--- config.mk ---
export PLATFORM = sky130hd
export DESIGN_NAME = fetch_ctrl
export DESIGN_NICKNAME = d
export VERILOG_FILES = /design/src/rtl/common_pkg.sv /design/src/rtl/pipes_pkg.sv /design/src/rtl/fetch_ctrl.sv
export SDC_FILE = /design/constraint.sdc
export NUM_CORES = 1
export LEC_CHECK = 0
export BUFFER_PORTS_ARGS = -buffer_cell sky130_fd_sc_hd__buf_2
export CAP_MARGIN = 20
export CORE_ASPECT_RATIO = 0.8
export CORE_UTILIZATION = 45
export DETAILED_ROUTE_END_ITERATION = 8
export GPL_ROUTABILITY_DRIVEN = 0
export GPL_TIMING_DRIVEN = 1
export PLACE_DENSITY = 0.74
export REMOVE_ABC_BUFFERS = 1
export SLEW_MARGIN = 0
export SYNTH_ARGS = -nofsm -noshare
export SYNTH_HDL_FRONTEND = slang
export SYNTH_SLANG_ARGS = --single-unit
--- constraint.sdc ---
create_clock -name clk -period 2.53 [get_ports clk]
set_clock_uncertainty 0.2 [all_clocks]
set_input_delay 0.3795 -clock clk [delete_from_list [all_inputs] [get_ports clk]]
set_output_delay 0.3795 -clock clk [all_outputs]
set_load 0.01 [all_outputs]
--- src/rtl/common_pkg.sv ---
// common: shared fixed-width word types.
package common;
  typedef logic [31:0] u32;
  typedef logic [63:0] u64;
endpackage

--- src/rtl/pipes_pkg.sv ---
// pipes: pipeline handshake types, fetch FSM states and fetch reset vector.
package pipes;
  import common::*;
  typedef enum logic {INSTR_CONTINUE, INSTR_MAINTAIN} instr_FETCH_t;
  typedef enum logic [1:0] {IDLE, REQ, DRAIN, VALID} fetch_state_t;
  localparam u64 RESET_PC = 64'h8000_0000;
endpackage

--- src/rtl/fetch_ctrl.sv ---
// fetch_ctrl: instruction fetch FSM with redirect draining; FETCH_CTRL_PERF_EN adds fetch/stall counters.
module fetch_ctrl
  import common::*, pipes::*;
(
  input  logic         clk,
  input  logic         resetn,
  output logic         ireq_valid,
  output u64           ireq_addr,
  input  logic         iresp_data_ok,
  input  u32           iresp_data,
  input  logic         stall_F,
  input  logic         redirect_valid,
  input  u64           redirect_pc,
  output u64           pc,
  output u32           raw_instr,
  output logic         ivalid,
  output instr_FETCH_t instr_FETCH,
`ifdef FETCH_CTRL_PERF_EN
  output u64           fetch_cnt,
  output u64           stall_cnt,
`endif
  output logic         Iwait
);
  fetch_state_t state_q, state_d;
  u64 pc_q, pc_d, tgt_q, tgt_d;
  u32 instr_q, instr_d;
  u64 redir_tgt;
  assign redir_tgt   = redirect_pc & ~64'd3;
  assign ireq_valid  = (state_q == REQ) || (state_q == DRAIN);
  assign ireq_addr   = pc_q;
  assign pc          = pc_q;
  assign raw_instr   = instr_q;
  assign ivalid      = state_q == VALID;
  assign Iwait       = ireq_valid & ~iresp_data_ok;
  // state, PC, saved redirect target and latched instruction
  always_ff @(posedge clk or negedge resetn) begin
    if (!resetn) begin
      state_q <= IDLE;
      pc_q    <= RESET_PC;
      tgt_q   <= '0;
      instr_q <= '0;
    end else begin
      state_q <= state_d;
      pc_q    <= pc_d;
      tgt_q   <= tgt_d;
      instr_q <= instr_d;
    end
  end
  // next state; a redirect while a request is outstanding waits in DRAIN for the stale response
  always_comb begin
    state_d     = state_q;
    pc_d        = pc_q;
    tgt_d       = tgt_q;
    instr_d     = instr_q;
    instr_FETCH = INSTR_CONTINUE;
    case (state_q)
      IDLE: begin
        state_d = REQ;
        pc_d    = redirect_valid ? redir_tgt : pc_q;
      end
      REQ: begin
        if (iresp_data_ok) begin
          state_d = redirect_valid ? REQ : VALID;
          pc_d    = redirect_valid ? redir_tgt : pc_q;
          instr_d = redirect_valid ? instr_q : iresp_data;
        end else if (redirect_valid) begin
          state_d = DRAIN;
          tgt_d   = redir_tgt;
        end
      end
      DRAIN: begin
        tgt_d = redirect_valid ? redir_tgt : tgt_q;
        if (iresp_data_ok) begin
          state_d = REQ;
          pc_d    = tgt_d;
        end
      end
      VALID: begin
        if (redirect_valid) begin
          state_d = REQ;
          pc_d    = redir_tgt;
        end else if (stall_F) begin
          instr_FETCH = INSTR_MAINTAIN;
        end else begin
          state_d = REQ;
          pc_d    = pc_q + 64'd4;
        end
      end
      default: state_d = IDLE;
    endcase
  end
`ifdef FETCH_CTRL_PERF_EN
  // delivered-instruction and bus-wait counters
  always_ff @(posedge clk or negedge resetn) begin
    if (!resetn) begin
      fetch_cnt <= '0;
      stall_cnt <= '0;
    end else begin
      fetch_cnt <= fetch_cnt + {63'd0, (state_q == VALID) && !stall_F};
      stall_cnt <= stall_cnt + {63'd0, Iwait};
    end
  end
`endif
endmodule

==> run_results.csv <==
group,metric,value,unit
sta,min_period,2440,ps
worst_setup_path,path_cells,"nand4_1 > buf_4 > nor4_2 > buf_4 > nand4_1 > or4_1 > nand3_1",
clock_tree,cts_sinks,162,
worst_setup_path,crit_path_start_kind,"flop",
floorplan,dieArea,21000,um2
worst_setup_path,crit_path_max_incr_delay,560,ps
placed_design,dpl.hpwl,19.6,mm
worst_setup_path,crit_buf_inv,2,
sta,setup_ws,85.5,ps
synthesis,avgSynthCellArea,9.99,um2
floorplan,core_area,19900,um2
synthesis,ys_async_sr_fraction,100,%
sta,holdWs,9.24,ps
sta,worst_pin_slew,579,ps
drt,drc_errors,0,
clock_tree,cts_buffer_depth,2,
synthesis,synth_seq_area_share,44.0,%
global_routing,grt_first_pass_wirelength,45.1,mm
placed_design,placed_area,10900,um2
synthesis,synth_area,9210,um2
drt,via_per_inst,5.94,
floorplan,pin_count,265,
floorplan,start_util,46.2,%
layout,drive_gt1_share,41.2,%
layout,fill_cells,1663,
worst_setup_path,worstPathArrival,2610,ps
power_and_ir_drop,leakagePower,5.63,nW
global_routing,grt_start_max_net_pins,65,
global_routing,grt_use_total,27.7,%
synthesis,synth_cell_types,66,
layout,fin_area,12400,um2
drt,antenna_left,0,
drt,vias,8949,
clock_tree,path_clk_slew,70,ps
clock_tree,cts_tree,"built",
clock_tree,root_buffer,"clkbuf_16",
worst_setup_path,crit_start,"ireq_addr[31]$_DFFE_PN1P_",
floorplan,die_h,130,um
placed_design,dp_worst_setup_slack,-56.7,ps
job,maxCapViolations,0,
worst_setup_path,critPathSlowestCell,"dfstp_2",
drt,drt_iter0_markers,960,
sta,tns,0,ps
floorplan,num_rows,46,
layout,area_growth,34.6,%
sta,drv_slew,0,
synthesis,synth_top_area_share,43.7,%
power_and_ir_drop,vdd_drop_max,0.000772,V
layout,finalNetCount,1335,
synthesis,yosys-top-cells-count,"dfrtp_1 (161), mux2_2 (94), buf_4 (64)",
sta,rsz0062_at_grt,"yes",
global_routing,grt_pass1_vias,8374,
clock_tree,h-tree-depth,4,
status,status,"completed",
sta,relSlewSlack,61.3,%
synthesis,yosysWarnings,0,
clock_tree,numCtsBuffers,17,
drt,firstDrtPassIters,5,
worst_setup_path,cp_max_fo,4,
worst_setup_path,crit_type,"flop to flop",
worst_setup_path,required,2690,ps
synthesis,yosys.area.top_type,"dfrtp_1",
clock_tree,clkLatencyLatePin,430,ps
sta,clock.fmax,409,MHz
placed_design,io_buffer_count,262,
worst_hold_path,hold_path_class,"input pin to flop",
synthesis,synth_area_leaders,"dfrtp_1 (44%), mux2_2 (11%), buf_4 (5.2%)",
worst_setup_path,r2r-start,"ireq_addr[31]$_DFFE_PN1P_",
worst_setup_path,cp_top_family,"simple AND/OR/NAND/NOR gates",
drt,wirelength,29.3,mm
sta,finalCritPeriodShare,96.6,%
synthesis,ys_ff_latch,162,
synthesis,synth-edff-count,0,
global_routing,overflow,0,
global_routing,antenna_found_initial,0,
worst_hold_path,min_from,"redirect_pc[52]",
power_and_ir_drop,p_per_area,1200,nW/um2
sta,finalHoldViolations,0,
synthesis,synth-main-ff-cell,"dfrtp_1",
synthesis,yosysMostFrequentCell,"dfrtp_1",
floorplan,die_w,162,um
sta,setup_viol,0,
synthesis,synth_cells,922,
drt,wl_per_cell,19.4,um
layout,diodes,0,
worst_setup_path,worst_setup_path_end_kind,"flop",
[worst register-to-register path: cells and delay by family (launching register included)]
family / cells / cell delay, ps
buf+inv: 2 / 420
flops: 1 / 560
simple gates: 5 / 1200
[timing repair]
item / in CTS / in global routing
endpoints found under the hold margin: 122 / 1
pin swaps: 0 / 5
setup endpoints to repair: 3 / 22
resized for setup: 3 / 12
gates cloned: 0 / 2
hold buffers: 74 / 1
buffers inserted: 0 / 8
[power by group]
part	switching [W]	total (W)	internal, W
clock network	0.00116	0.00264	0.00149
registers	0.00118	0.00507	0.00389
logic	0.00385	0.00721	0.00336
[per-layer routing]
| metal | track usage (%) | wire, um | vias up |
|---|---|---|---|
| li1 | - | - | 4049 |
| met1 | 38.8 | 12800 | 4365 |
| met2 | 45.0 | 13700 | 501 |
| met3 | 4.29 | 2390 | 34 |
| met4 | 7.21 | 379 | 0 |
| met5 | 0 | 0 | - |
[cell usage in the layout (no fill, tap or decap), drive strengths merged, types with 9 or more instances in the layout]
cell           n
clkbuf        19
inv           31
nor4          33
nand2         55
o31a           9
nor3          23
a22oi         41
a21oi         29
nor2          39
nand3         34
mux2          94
o22ai          9
dlygate4sd3   75
dfrtp        161
o21ai         58
o211ai        13
and3          10
buf          345
nand4         33
a22o          14
[through the flow]
step | utilization, % | std cells | power, W
final | 62.3 | 1507 | 0.0149
after floorplan | - | 789 | 0.00864
after detailed placement | 54.5 | 1390 | 0.0119
after global placement | 54.5 | 1390 | 0.0117
after CTS | 61.3 | 1496 | 0.0147
after global routing | 62.3 | 1507 | 0.0159
[sequential cells by signal, indices dropped and copies added (netlist names)]
| register | flops |
|---|---|
| tgt_q | 64 |
| ireq_addr | 64 |
| raw_instr | 32 |
| state_q | 2 |
[final cells by class]
class | count | area [um2] | area share, %
Timing Repair Buffer | 422 | 2920 | 23.6
Tap cell | 264 | 330 | 2.66
Multi-Input combinational cell | 605 | 4410 | 35.6
Inverter | 22 | 82.6 | 0.666
Clock inverter | 15 | 168 | 1.35
Clock buffer | 17 | 425 | 3.43
Sequential cell | 162 | 4060 | 32.7
[worst paths after layout]
| path | endpoint | slack (ps) | cells past startpoint |
|---|---|---|---|
| hold reg to reg | tgt_q[1]$_DFFE_PN0P_ | 290 | 1 |
| hold / removal | tgt_q[52]$_DFFE_PN0P_ | 9 | 2 |
| max in group asynchronous | ireq_addr[31]$_DFFE_PN1P_ | 1170 | 3 |
| setup / recovery | ireq_addr[44]$_DFFE_PN0P_ | 90 | 7 |
| setup reg to reg | ireq_addr[44]$_DFFE_PN0P_ | 90 | 7 |
| min in group asynchronous | ireq_addr[0]$_DFFE_PN0P_ | 290 | 2 |
[kinds of logic (layout without fill, tap and decap cells)]
group | Yosys count | after routing | share of synthesized area, %
xor+xnor | 1 | 1 | 0.0951
flops | 162 | 162 | 44.0
fa+ha+maj | 4 | 4 | 0.543
buf+inv | 155 | 476 | 9.20
mux | 94 | 94 | 11.5
simple gates | 272 | 272 | 16.9
compound gates | 234 | 234 | 17.7
No activity file was read; power rests on OpenSTA's default activity.
